$ cat config.mk
export PLATFORM = sky130hd
export DESIGN_NAME = sync_fifo_ext
export DESIGN_NICKNAME = d
export VERILOG_FILES = /design/src/rtl/sync_fifo_ext.sv
export SDC_FILE = /design/constraint.sdc
export NUM_CORES = 1
export LEC_CHECK = 0
export ABC_AREA = 1
export ABC_CLOCK_PERIOD_IN_PS = 2400
export BUFFER_PORTS_ARGS = -buffer_cell sky130_fd_sc_hd__buf_2
export CAP_MARGIN = 40
export CORE_UTILIZATION = 30
export DETAILED_ROUTE_END_ITERATION = 7
export GPL_TIMING_DRIVEN = 0
export HOLD_SLACK_MARGIN = 0.12
export PLACE_DENSITY = 0.47
export SLEW_MARGIN = 20
export SYNTH_ARGS = -nofsm -noshare
export SYNTH_HDL_FRONTEND = slang
export SYNTH_SLANG_ARGS = --single-unit
export TNS_END_PERCENT = 50
$ cat constraint.sdc
create_clock -name CLK -period 2.4 [get_ports CLK]
set_input_delay 0.12 -clock CLK [delete_from_list [all_inputs] [get_ports CLK]]
set_output_delay 0.12 -clock CLK [all_outputs]
set_load 0.01 [all_outputs]
$ cat src/rtl/sync_fifo_ext.sv
// Single-clock FIFO with arbitrary depth, registered read data, occupancy count and coded errors.
// Define FIFO_WATERMARK_EN to build the almost_full / almost_empty comparators.
module sync_fifo_ext #(
    parameter int DATA_WIDTH = 8,
    parameter int DEPTH      = 16,
    parameter int AF_LEVEL   = DEPTH - 2,
    parameter int AE_LEVEL   = 2
) (
    input  logic                         CLK,
    input  logic                         RESET,
    input  logic                         wr_en,
    input  logic [DATA_WIDTH-1:0]        wr_data,
    input  logic                         rd_en,
    input  logic                         clear,
    output logic [DATA_WIDTH-1:0]        rd_data,
    output logic                         rd_valid,
    output logic                         fifo_full,
    output logic                         fifo_empty,
    output logic [$clog2(DEPTH+1)-1:0]   count,
    output logic                         almost_full,
    output logic                         almost_empty,
    output logic                         error,
    output logic [2:0]                   err_code
);
    localparam int CW = $clog2(DEPTH + 1);
    localparam int PW = $clog2(DEPTH);
    localparam logic [PW-1:0] LAST_PTR = PW'(DEPTH - 1);
    localparam logic [CW-1:0] FULL_CNT = CW'(DEPTH);

    if (DEPTH < 2) begin : g_bad_depth
        $error("sync_fifo_ext: DEPTH must be at least 2");
    end
    if (AF_LEVEL < 1 || AF_LEVEL > DEPTH - 1 || AE_LEVEL < 0 || AE_LEVEL > DEPTH - 1) begin : g_bad_levels
        $error("sync_fifo_ext: watermark level out of range");
    end

    logic [DATA_WIDTH-1:0] mem_q [DEPTH];

    logic [PW-1:0]         wr_ptr_q, wr_ptr_d, rd_ptr_q, rd_ptr_d;
    logic [CW-1:0]         count_q, count_d;
    logic                  empty_q, full_q;
    logic                  rd_valid_q, rd_valid_d;
    logic [DATA_WIDTH-1:0] rd_data_q;
    logic                  error_q;
    logic [2:0]            err_code_q, err_code_d;
    logic                  mem_we, rd_load, rd_bypass;

    function automatic logic [PW-1:0] ptr_inc(input logic [PW-1:0] p);
        return (p == LAST_PTR) ? '0 : p + 1'b1;
    endfunction

    function automatic logic [PW-1:0] ptr_dec(input logic [PW-1:0] p);
        return (p == '0) ? LAST_PTR : p - 1'b1;
    endfunction

    // Command decode: first matching row wins; reset suppresses every command.
    always_comb begin
        wr_ptr_d   = wr_ptr_q;
        rd_ptr_d   = rd_ptr_q;
        count_d    = count_q;
        rd_valid_d = 1'b0;
        err_code_d = 3'd0;
        mem_we     = 1'b0;
        rd_load    = 1'b0;
        rd_bypass  = 1'b0;
        if (RESET) begin
            if (clear && (wr_en || rd_en)) begin
                err_code_d = 3'd4;
            end else if (clear) begin
                if (count_q == '0) begin
                    err_code_d = 3'd3;
                end else begin
                    wr_ptr_d = ptr_dec(wr_ptr_q);
                    count_d  = count_q - 1'b1;
                end
            end else if (wr_en && rd_en) begin
                rd_load    = 1'b1;
                rd_valid_d = 1'b1;
                if (count_q == '0) begin
                    rd_bypass = 1'b1;
                end else begin
                    mem_we   = 1'b1;
                    wr_ptr_d = ptr_inc(wr_ptr_q);
                    rd_ptr_d = ptr_inc(rd_ptr_q);
                end
            end else if (wr_en) begin
                if (count_q == FULL_CNT) begin
                    err_code_d = 3'd1;
                end else begin
                    mem_we   = 1'b1;
                    wr_ptr_d = ptr_inc(wr_ptr_q);
                    count_d  = count_q + 1'b1;
                end
            end else if (rd_en) begin
                if (count_q == '0) begin
                    err_code_d = 3'd2;
                end else begin
                    rd_load    = 1'b1;
                    rd_valid_d = 1'b1;
                    rd_ptr_d   = ptr_inc(rd_ptr_q);
                    count_d    = count_q - 1'b1;
                end
            end
        end
    end

    // Storage carries no reset so it maps onto block RAM.
    always_ff @(posedge CLK) begin
        if (mem_we) begin
            mem_q[wr_ptr_q] <= wr_data;
        end
    end

    // When full with simultaneous access, wr_ptr == rd_ptr: the read sees the old head.
    always_ff @(posedge CLK) begin
        if (!RESET) begin
            rd_data_q <= '0;
        end else if (rd_load) begin
            rd_data_q <= rd_bypass ? wr_data : mem_q[rd_ptr_q];
        end
    end

    always_ff @(posedge CLK) begin
        if (!RESET) begin
            wr_ptr_q   <= '0;
            rd_ptr_q   <= '0;
            count_q    <= '0;
            empty_q    <= 1'b1;
            full_q     <= 1'b0;
            rd_valid_q <= 1'b0;
            error_q    <= 1'b0;
            err_code_q <= 3'd0;
        end else begin
            wr_ptr_q   <= wr_ptr_d;
            rd_ptr_q   <= rd_ptr_d;
            count_q    <= count_d;
            empty_q    <= (count_d == '0);
            full_q     <= (count_d == FULL_CNT);
            rd_valid_q <= rd_valid_d;
            error_q    <= (err_code_d != 3'd0);
            err_code_q <= err_code_d;
        end
    end

`ifdef FIFO_WATERMARK_EN
    logic af_q, ae_q;

    always_ff @(posedge CLK) begin
        if (!RESET) begin
            af_q <= 1'b0;
            ae_q <= 1'b1;
        end else begin
            af_q <= (count_d >= CW'(AF_LEVEL));
            ae_q <= (count_d <= CW'(AE_LEVEL));
        end
    end

    assign almost_full  = af_q;
    assign almost_empty = ae_q;
`else
    assign almost_full  = 1'b0;
    assign almost_empty = 1'b0;
`endif

    assign rd_data    = rd_data_q;
    assign rd_valid   = rd_valid_q;
    assign fifo_full  = full_q;
    assign fifo_empty = empty_q;
    assign count      = count_q;
    assign error      = error_q;
    assign err_code   = err_code_q;
endmodule

# After elaboration in Yosys (flattened, before gate mapping)
# Memories as Yosys holds them, arrays and structs flattened. A register that Yosys moved wholly into a read port is not among the register bits.
# Index checks and enable logic that the tools add are counted.
# word_totals
mem_count,1
ff_bits,28
out_inout_bits,22
word_cells,89
ram_bits,128
# mem_list
memory,depth,width,rd,rd_clocked_by_memory_dff,write_ports,line_no,text
mem_q,16,8,1,1,1,37,logic [DATA_WIDTH-1:0] mem_q [DEPTH];
# classes
muxes,53
n_bitwise,2
n_eq_ne,8
n_addsub,5
n_reduce_logical,11
# op_table
op,count
$mux 4,15
$mux 5,8
$mux 1,21
$mux 3,5
$eq 5x5->1 const B,2
$logic_not 5->1,2
$add 4x1->4 const B,2
$eq 4x4->1 const B,2
$mux 8,1
$mux 2,3
$reduce_bool 3->1,2
$add 5x1->5 const B,1
$reduce_and 5->1,1
$sub 5x1->5 const B,1
$logic_not 4->1,1
$ne 2x2->1 const B,2
$reduce_and 4->1,1
$sub 4x1->4 const B,1
$ne 3x3->1 const B,1
$logic_and 1x1->1,2
$ne 2x1->1 const B,1
$not 1->1,2
$reduce_bool 2->1,1
$logic_or 1x1->1,1

# Logic depth before layout (Yosys ltp)
# Gate-level depths: netlist of the first run.
# depth
word_depth,9
mapped_depth,15

# Worst setup path before layout of the first run
# Ideal clock, no wire load.
# synth_path
path_type,reg2reg
from,reg count_q[0] (netlist: count[0])
to,mem mem_q[11][0] (enable)
required_time_ps,2017
n_path_buf,1
setup_slack_ps,-208
arrival_ps,2225
synth_period_minus_slack_ps,2608
path_stages_with_launch,11
path_cell_list,dfxtp_1 -> inv_1 -> ha_1 -> clkbuf_2 -> nand3_2 -> nand2_1 -> nand2_1 -> inv_1 -> nor4_4 -> inv_2 -> nor3_1
# synth_between
elab_chain_cells,9
elab_cells_between_ends,11
cone_classes,1 x eq/ne; 9 x mux; 1 x reduce/logical
# synth_lines
item,line_no,text
"start, declared",40,"logic [CW-1:0] count_q, count_d;"
"start signal, assigned",136,count_q <= count_d;
$eq 5x5->1,87,if (count_q == FULL_CNT) begin
$mux 1,87,
$mux 1,86,end else if (wr_en) begin
$mux 1 *,76,end else if (wr_en && rd_en) begin
$mux 1 *,69,end else if (clear) begin
$mux 1 *,67,if (clear && (wr_en || rd_en)) begin
$mux 1 *,66,if (RESET) begin
$mux 1 *,109,if (mem_we) begin
$mux 1 (not written as such) *,110,mem_q[wr_ptr_q] <= wr_data;
"end, declared",37,
# Mark *: on every way between the ends. The rest lies on a longest branch, timed or not.

# Worst setup path after layout of the first run
# layout_path
from,reg count_q[0] (netlist: count[0])
to,mem mem_q[3][6] (enable)
# Same word-level chain as after synthesis.

==> impl_metrics.py, run 1 <==
metrics = {
    "critical_path": {
        "start_kind": "flip-flop",
        "critical_path_arrival_ps": 2420,
        "cpPeakStageDelay_ps": 410,
        "crit_slowest_cell": "dfxtp_4",
        "regToRegEndpoint": "mem_q[3][6]",
        "critical_path.max_fanout": 8,
        "cp_num_buf_inv": 5,
        "crit_type": "flip-flop to flip-flop",
        "cp.required_ps": 2540,
        "r2r_slack_ps": 120,
        "crit_chain": "clkinvlp_4 > ha_4 > nand3_2 > nand2_2 > nand2_2 > inv_1 > nor4_4 > buf_6 > inv_2 > nor3_4 > buf_6",
        "critPathTopFamily": "simple AND/OR/NAND/NOR gates",
        "ff2ff_path_depth": 11,
        "end_kind": "flip-flop",
        "timing.rr.start": "count[0]",
    },
    "routing": {
        "avgRoutedWirePerCell_um": 18.62,
        "vias": 5015,
        "antenna_left": 0,
        "wirelength_um": 18790,
        "first_iter_violations": 345,
        "drt_pass1_iterations": 5,
        "via_per_inst": 4.970,
        "drc": 0,
    },
    "clock_tree": {
        "clk_pin_slew_ps": 70,
        "clk_path_buf_depth": 2,
        "cts_tree": "built",
        "clk_latency_ps": 430,
        "htreeDepth": 4,
        "cts_buffers": 17,
        "cts_sinks": 160,
        "cts_root_buf": "clkbuf_16",
    },
    "global_routing": {
        "grtUsageTotal": 0.1680,
        "grt_pass1_vias": 5105,
        "grt_start_max_net_pins": 18,
        "overflow": 0,
        "grt_pass1_wl_um": 29190,
        "antenna_found_initial": 0,
    },
    "layout": {
        "nets": 731,
        "final_cells": 1009,
        "fin_area_um2": 8371,
        "syn_to_final_growth_pct": 20.63,
        "fillers": 2220,
        "drive_above_1_share": 0.2072,
        "final_cell_mix": "edfxtp_1, nor2_1, o21ai_0",
        "final_common_cell": "edfxtp_1",
        "antenna_cells": 0,
        "final_core_util": 0.3697,
    },
    "synthesis": {
        "synth_area_per_cell_um2": 10.74,
        "synth_seq_cells": 160,
        "synth_area_um2": 6939,
        "ys_async_sr_fraction": 0,
        "yosys_most_used_dff": "edfxtp_1",
        "seq_area_frac_synth": 0.6462,
        "synth_cell_types": 42,
        "synth-edff-count": 128,
        "synthCells": 646,
        "yosysWarningCount": 0,
    },
    "sta": {
        "tns_ps": 0,
        "setup_viol": 0,
        "slew_viol_final": 0,
        "finalClockSkew_ps": 12.37,
        "clock.fmax_mhz": 437.6,
        "tightest_slew_ps": 550.5,
        "min_period_ps": 2285,
        "period_share": 0.9521,
        "finalHoldViolCount": 0,
        "slew_headroom": 0.6330,
    },
    "power": {
        "leakage_nw": 2.975,
        "p_per_area_nw_per_um2": 753.1,
        "ir_worst_vdd_uv": 399.4,
    },
    "placed_design": {
        "dpl_cell_area_um2": 7485,
        "dp_cells": 965,
        "numPortBuffers": 32,
        "hpwl_um": 13050,
        "gp_congestion": 0.8643,
    },
    "hold_path": {
        "min_to": "mem_q[4][7]",
        "min-delay-path-class": "input port to flip-flop",
        "min_path_cells": 1,
        "hold_path_startpoint": "wr_data[7]",
    },
    "run": {
        "maxCapViolations": 0,
    },
    "die": {
        "die_x_um": 154.1,
        "start_util": 0.3065,
        "rows": 55,
        "die_h_um": 154.1,
        "dieArea_um2": 23740,
        "core_um2": 22640,
        "pin_count": 35,
    },
    "run_status": {
        "status": "finished clean",
    },
}
[state kept, by name, indices dropped and copies added (netlist names), named ones only]
signal	count
count	5
err_code	3
error	1
fifo_empty	1
fifo_full	1
mem_q	128
rd_data	8
rd_ptr_q	4
rd_valid	1
wr_ptr_q	4
[logic make-up (layout without fill, tap and decap cells)]
group                    count (synthesis)  after routing  synth area share
AND/OR/NAND/NOR                        277            277            0.1823
flip-flops                             160            160            0.6462
AO/OA/AOI/OAI                          134            134            0.1127
buffers and inverters                   64            141           0.04183
adder cells (fa/ha/maj)                  7              7           0.01262
XOR/XNOR                                 3              3          0.003787
other                                    1              2         0.0005404
[power breakdown]
part	leakage [nW]	total (mW)	switching [mW]	internal [mW]
Clock	0.262	2.49	1.14	1.34
Sequential	1.41	3.08	0.0354	3.04
Combinational	1.30	0.737	0.510	0.228
Total	2.98	6.30	1.69	4.61
[synth_stat cells, types with 2 or more instances]
master	n	share of area
nor2_1	129	0.070
edfxtp_1	128	0.55
o21ai_0	72	0.052
nand2_1	63	0.034
nand3_1	48	0.035
dfxtp_1	32	0.092
o211ai_1	32	0.035
inv_1	22	0.012
a21oi_1	18	0.013
buf_2	13	0.0094
clkbuf_1	12	0.0065
inv_2	10	0.0054
ha_1	7	0.013
or2_2	7	0.0063
nand2_2	6	0.0054
nand4_1	6	0.0054
o21ai_1	5	0.0036
nor3_1	4	0.0029
xor2_1	3	0.0038
a31oi_1	2	0.0018
buf_4	2	0.0022
buf_6	2	0.0032
nand3_4	2	0.0050
nor2_2	2	0.0018
or2_0	2	0.0018
[timing repair]
| action | 4_1_cts | 5_1_grt |
|---|---|---|
| pin swaps | 9 | 2 |
| hold endpoints to repair | 6 | 0 |
| hold buffers | 2 | 0 |
| endpoints found under the setup margin | 128 | 111 |
| resized for setup | 35 | 5 |
| setup buffers | 10 | 1 |
[layout make-up]
cell class | instances | area [um^2] | share of cell area
clock buffers | 19 | 432.9 | 0.05172
flip-flops and latches | 160 | 4489 | 0.5363
inverters | 32 | 123.9 | 0.01480
clock inverters | 13 | 105.1 | 0.01256
repair buffers | 46 | 365.4 | 0.04365
well taps | 285 | 356.6 | 0.04260
plain buffers | 31 | 165.2 | 0.01973
multi-input cells | 423 | 2332 | 0.2786
[through the flow]
stage	power (mW)	worst slack, ps	hold WS (ps)
floorplan	3.566	-208.1	218.9
global placement	3.813	-884.9	461.0
detailed placement	3.824	-711.3	464.5
CTS	6.342	63.75	123.5
global route	6.531	-9.172	125.1
finish	6.304	115.0	144.2
[layer usage]
metal / GRT usage / part of all wire
met5: 0 / 0
met4: 0.05238 / 0.020
met3: 0.03636 / 0.036
met2: 0.2948 / 0.50
met1: 0.2052 / 0.44
[worst max path at each step]
stage                  start           end  slack, ps  cells past startpoint
floorplan           count[0]  mem_q[11][0]       -210                     10
global placement    count[0]   mem_q[7][1]       -880                     10
detailed placement  count[0]   mem_q[1][4]       -710                     10
CTS                 count[0]   mem_q[7][5]         60                     11
global route        count[0]  mem_q[11][3]         -9                     11
finish              count[0]   mem_q[3][6]        120                     11
Power figures use the tool's default switching activity.
==> run 2, diff against run 1 <==
ABC_AREA = 0   (was 1)
PLACE_DENSITY = 0.48   (was 0.47)
==> impl_metrics.py, run 2 <==
metrics = {
    "global_routing": {
        "grt_start_max_net_pins": 18,
        "grtUsageTotal": 0.1422,
        "antenna_found_initial": 0,
        "grt_pass1_wl_um": 23200,
        "overflow": 0,
        "grt_pass1_vias": 3897,
    },
    "layout": {
        "antenna_cells": 0,
        "final_cells": 772,
        "fillers": 2042,
        "nets": 499,
        "fin_area_um2": 8092,
        "final_common_cell": "edfxtp_1",
        "final_cell_mix": "edfxtp_1, buf_2, mux4_2",
        "drive_above_1_share": 0.3232,
        "syn_to_final_growth_pct": 21.38,
        "largest_reg_flops": 128,
        "top_register": "mem_q",
    },
    "clock_tree": {
        "htreeDepth": 4,
        "cts_tree": "built",
        "cts_sinks": 160,
        "clk_pin_slew_ps": 70,
        "clk_path_buf_depth": 2,
        "clk_latency_ps": 420,
        "cts_buffers": 17,
        "cts_root_buf": "clkbuf_16",
    },
    "critical_path": {
        "crit_type": "flip-flop to flip-flop",
        "cp.required_ps": 2710,
        "start_kind": "flip-flop",
        "ff2ff_path_depth": 6,
        "crit_slowest_cell": "mux4_2",
        "cpMostUsedCell": "mux4_2",
        "critPathTopFamily": "multiplexers",
        "critical_path_arrival_ps": 2600,
        "critical_path.max_fanout": 10,
        "path_depth": 6,
        "r2r_slack_ps": 110,
        "end_kind": "flip-flop",
        "cpPeakStageDelay_ps": 580,
        "crit_chain": "buf_2 > buf_4 > mux4_2 > mux4_2 > mux2i_1 > a21oi_1",
        "cp_num_buf_inv": 2,
    },
    "synthesis": {
        "synth_common_cells": "edfxtp_1, mux4_2, dfxtp_1",
        "synth_cell_types": 52,
        "yosysMostFrequentCell": "edfxtp_1",
        "synth_largest_area_cell": "edfxtp_1",
        "synth_area_per_cell_um2": 16.34,
        "synth_seq_cells": 160,
        "synthCells": 408,
        "synth-edff-count": 128,
        "yosys_most_used_dff": "edfxtp_1",
        "seq_area_frac_synth": 0.6727,
        "yosysWarningCount": 0,
        "ys_async_sr_fraction": 0,
        "synthTopCellsByArea": "edfxtp_1, mux4_2, dfxtp_1",
        "synth.top_cell.area_share": 0.5766,
        "synth_area_um2": 6666,
    },
    "placed_design": {
        "gp_congestion": 0.8484,
        "dpl_cell_area_um2": 7256,
        "hpwl_um": 10510,
        "post-place-ws_ps": -271.9,
        "dp_cells": 728,
        "numPortBuffers": 31,
    },
    "power": {
        "p_sw_frac": 0.2496,
        "ir_worst_vdd_uv": 414.0,
        "leakage_nw": 2.627,
        "combPwrFrac": 0.086,
        "p_int_mw": 4.632,
        "p_per_area_nw_per_um2": 762.8,
        "total_power_mw": 6.173,
        "seqPwrFrac": 0.496,
        "power_switching_mw": 1.540,
        "clock_power_share": 0.418,
    },
    "sta": {
        "min_period_ps": 2292,
        "slew_headroom": 0.5089,
        "period_share": 0.9549,
        "setup_viol": 0,
        "slew_viol_final": 0,
        "rsz0062_at_grt": "true",
        "clock.fmax_mhz": 436.4,
        "layout_setup_ws_ps": 108.3,
        "finalClockSkew_ps": 8.381,
        "finalHoldViolCount": 0,
        "tightest_slew_ps": 736.7,
        "hold_slack_ps": 158.9,
    },
    "routing": {
        "drc": 0,
        "vias": 3873,
        "antenna_left": 0,
        "avgRoutedWirePerCell_um": 19.34,
        "via_per_inst": 5.017,
        "wirelength_um": 14930,
        "first_iter_violations": 197,
        "drt_pass1_iterations": 4,
    },
    "run": {
        "maxCapViolations": 0,
    },
    "die": {
        "dieArea_um2": 22820,
        "start_util": 0.3055,
        "die_x_um": 151.1,
        "die_h_um": 151.1,
        "rows": 54,
        "pin_count": 35,
        "core_um2": 21820,
    },
    "hold_path": {
        "min_path_cells": 4,
        "min-delay-path-class": "input port to flip-flop",
    },
    "run_status": {
        "status": "finished clean",
    },
}
run 2: cell types whose count changed after synthesis, moves of 6 or more:
cell and delta:
inv_1 -13, inv_2 -10, mux2i_1 +11, mux4_2 +40
nand2_1 -48, nand2_2 -6, nand3_1 -47, nor2_1 -106
o211ai_1 -30, o21ai_0 -56, or2_2 -7, or3_1 +6
run 2: final timing paths:
| check | end | start |
|---|---|---|
| setup / recovery | rd_data[1] | flip-flop |
| setup reg to reg | rd_data[1] | flip-flop |
| hold / removal | err_code[1] | clear |
| hold reg to reg | rd_data[6] | rd_data[6] |
run 2: cell families after synthesis:
group | count (synthesis) | synth area share
flops | 160 | 0.6727
fa+ha+maj | 7 | 0.01314
buf+inv | 36 | 0.02384
other cells | 1 | 0.0005625
xor+xnor | 5 | 0.006570
simple gates | 84 | 0.07188
compound gates | 64 | 0.05969
mux | 51 | 0.1517
run 2: final cells by class:
class / instances / area [um^2] / share of cell area
Tap cell: 280 / 350.3 / 0.04330
Inverter: 9 / 33.78 / 0.004175
Timing Repair Buffer: 51 / 375.4 / 0.04639
Sequential cell: 160 / 4486 / 0.5544
Clock buffer: 17 / 425.4 / 0.05257
Clock inverter: 15 / 141.4 / 0.01747
Multi-Input combinational cell: 213 / 2142 / 0.2647
Buffer: 27 / 137.6 / 0.01701
run 2: routing by layer:
metal	vias up	GRT usage	routed length (um)
met2	90	0.2300	7279
met4	0	0.03300	121
met5	-	0	0
li1	1774	-	-
met3	10	0.03524	606
met1	1999	0.1919	6920
run 2: stage by stage:
step           utilization  TNS, ps
2_1_floorplan            -        0
3_3_place_gp        0.3288   -46810
3_5_place_dp        0.3325   -18250
4_1_cts             0.3681        0
5_1_grt             0.3708   -828.7
6_report            0.3708        0
run 2: power by group through the flow:
stage	clock network, mW	registers (mW)	logic (mW)
after floorplan	0	3.13	0.311
after global placement	0	3.12	0.480
after detailed placement	0	3.12	0.489
after CTS	2.64	3.06	0.525
after global routing	2.75	3.06	0.583
final	2.58	3.06	0.530
run 2: worst reg2reg max path: cells and delay by family (launching register included):
kind | cells | cell delay (ps)
multiplexers | 3 | 1310
buffers and inverters | 2 | 470
flip-flops | 1 | 300
AO/OA/AOI/OAI | 1 | 100
run 2: timing repair:
action | in CTS | in global routing
hold buffers | 8 | 0
buffers inserted | 3 | 1
gates resized for setup | 18 | 14
pin swaps | 3 | 2
endpoints found under the hold margin | 128 | 0
setup endpoints to repair | 88 | 121
==> run 3, diff against run 2 <==
PLACE_DENSITY = default   (was 0.48)
PLACE_DENSITY_LB_ADDON = 0.08   (was default)
REMOVE_ABC_BUFFERS = 1   (was default)
==> impl_metrics.py, run 3 (synthesis results as in run 2) <==
metrics = {
    "run_status": {
        "status": "finished clean",
    },
    "power": {
        "combPwrFrac": 0.077,
        "p_sw_frac": 0.2395,
        "clock_power_share": 0.426,
        "power_switching_mw": 1.485,
        "p_int_mw": 4.716,
        "p_per_area_nw_per_um2": 778.1,
        "leakage_nw": 2.598,
        "ir_worst_vdd_uv": 427.5,
        "total_power_mw": 6.201,
        "seqPwrFrac": 0.497,
    },
    "critical_path": {
        "start_kind": "flip-flop",
        "cpMostUsedCell": "mux4_2",
        "cp.required_ps": 2690,
        "r2r_slack_ps": 180,
        "cpPeakStageDelay_ps": 590,
        "crit_path_end": "rd_data[5]",
        "path_depth": 5,
        "crit_chain": "buf_16 > mux4_2 > mux4_2 > mux2i_1 > a21oi_1",
        "regToRegEndpoint": "rd_data[5]",
        "critPathTopFamily": "multiplexers",
        "cp_num_buf_inv": 1,
        "critical_path.max_fanout": 29,
        "crit_type": "flip-flop to flip-flop",
        "critical_path_arrival_ps": 2520,
        "crit_slowest_cell": "mux4_2",
        "ff2ff_path_depth": 5,
        "end_kind": "flip-flop",
    },
    "die": {
        "start_util": 0.3055,
        "dieArea_um2": 22820,
        "die_h_um": 151.1,
        "die_x_um": 151.1,
        "rows": 54,
        "core_um2": 21820,
        "pin_count": 35,
    },
    "clock_tree": {
        "clk_pin_slew_ps": 70,
        "htreeDepth": 4,
        "cts_tree": "built",
        "cts_buffers": 17,
        "clk_path_buf_depth": 2,
        "clk_latency_ps": 420,
        "cts_root_buf": "clkbuf_16",
        "cts_sinks": 160,
    },
    "routing": {
        "antenna_left": 0,
        "drc": 0,
        "vias": 3752,
        "avgRoutedWirePerCell_um": 19.55,
        "drt_pass1_iterations": 4,
        "via_per_inst": 4.976,
        "first_iter_violations": 269,
        "wirelength_um": 14740,
    },
    "run": {
        "maxCapViolations": 0,
    },
    "layout": {
        "final_cells": 754,
        "seq_area_um2": 4489,
        "fin_area_um2": 7970,
        "fillers": 2034,
        "drive_above_1_share": 0.2996,
        "largest_reg_flops": 128,
        "final_common_cell": "edfxtp_1",
        "syn_to_final_growth_pct": 19.56,
        "nets": 481,
        "final_cell_mix": "edfxtp_1, mux4_2, buf_2",
        "multi_input_area_um2": 2082,
        "top_register": "mem_q",
        "antenna_cells": 0,
    },
    "global_routing": {
        "grt_pass1_wl_um": 23050,
        "grt_start_max_net_pins": 30,
        "grtUsageTotal": 0.1416,
        "grt_pass1_vias": 3765,
        "overflow": 0,
        "antenna_found_initial": 0,
    },
    "sta": {
        "period_share": 0.9266,
        "slew_headroom": 0.5819,
        "hold_slack_ps": 190.6,
        "tightest_slew_ps": 626.4,
        "min_period_ps": 2224,
        "clock.fmax_mhz": 449.7,
        "rsz0062_at_grt": "false",
        "finalHoldViolCount": 0,
        "tns_ps": 0,
        "setup_viol": 0,
        "slew_viol_final": 0,
        "finalClockSkew_ps": 10.16,
    },
    "placed_design": {
        "dpl_cell_area_um2": 7248,
        "gp_congestion": 0.7393,
        "numPortBuffers": 32,
        "hpwl_um": 9854,
        "dp_cells": 712,
    },
    "hold_path": {
        "min-delay-path-class": "input port to flip-flop",
    },
}
-- run 3: stage by stage --
| stage | setup WS [ps] | utilization |
|---|---|---|
| floorplan | -467.8 | - |
| global placement | -1505 | 0.3233 |
| detailed placement | -233.3 | 0.3321 |
| CTS | 50.36 | 0.3640 |
| global route | 3.425 | 0.3652 |
| finish | 176.2 | 0.3652 |
-- run 3: how the worst min path moves through the flow --
stage                     slack [ps]  depth (start not counted)        start           to
final                            190                          2        rd_en  err_code[0]
after global routing             200                          2        rd_en  err_code[0]
after CTS                        160                          2        rd_en  err_code[0]
after detailed placement         520                          1  err_code[2]  err_code[2]
after global placement           510                          2        RESET   fifo_empty
after floorplan                  190                          1        RESET   fifo_empty
-- run 3: what timing repair did --
item | CTS | global route
setup buffers | 1 | 0
hold buffers | 9 | 0
resized for setup | 3 | 6
endpoints found under the setup margin | 28 | 87
hold endpoints to repair | 129 | 0
pin swaps | 1 | 0
-- run 3: power by group through the flow --
stage                     clock [mW]  sequential (mW)  combinational, mW
after floorplan                    0             3.16              0.252
after global placement             0             3.17              0.416
after detailed placement           0             3.14              0.459
after CTS                       2.72             3.08              0.476
after global routing            2.82             3.09              0.531
final                           2.64             3.08              0.480
-- run 3: worst reg2reg max path, stage by stage, from the launching register on --
cell and delay [ps]:
dfxtp_4 420, buf_16 260, mux4_2 620, mux4_2 490, mux2i_1 220, a21oi_1 100
-- run 3: layout make-up --
type / count / share of cell area
Clock inverter: 13 / 0.01805
Inverter: 9 / 0.004239
Sequential cell: 160 / 0.5633
Tap cell: 280 / 0.04396
Multi-Input combinational cell: 213 / 0.2612
Timing Repair Buffer: 60 / 0.05495
Clock buffer: 19 / 0.05432
-- run 3: routing by layer --
metal / global-route usage / share of wire
met5: 0 / 0
met3: 0.03193 / 0.025
met4: 0.04700 / 0.011
met2: 0.2044 / 0.45
met1: 0.2085 / 0.51
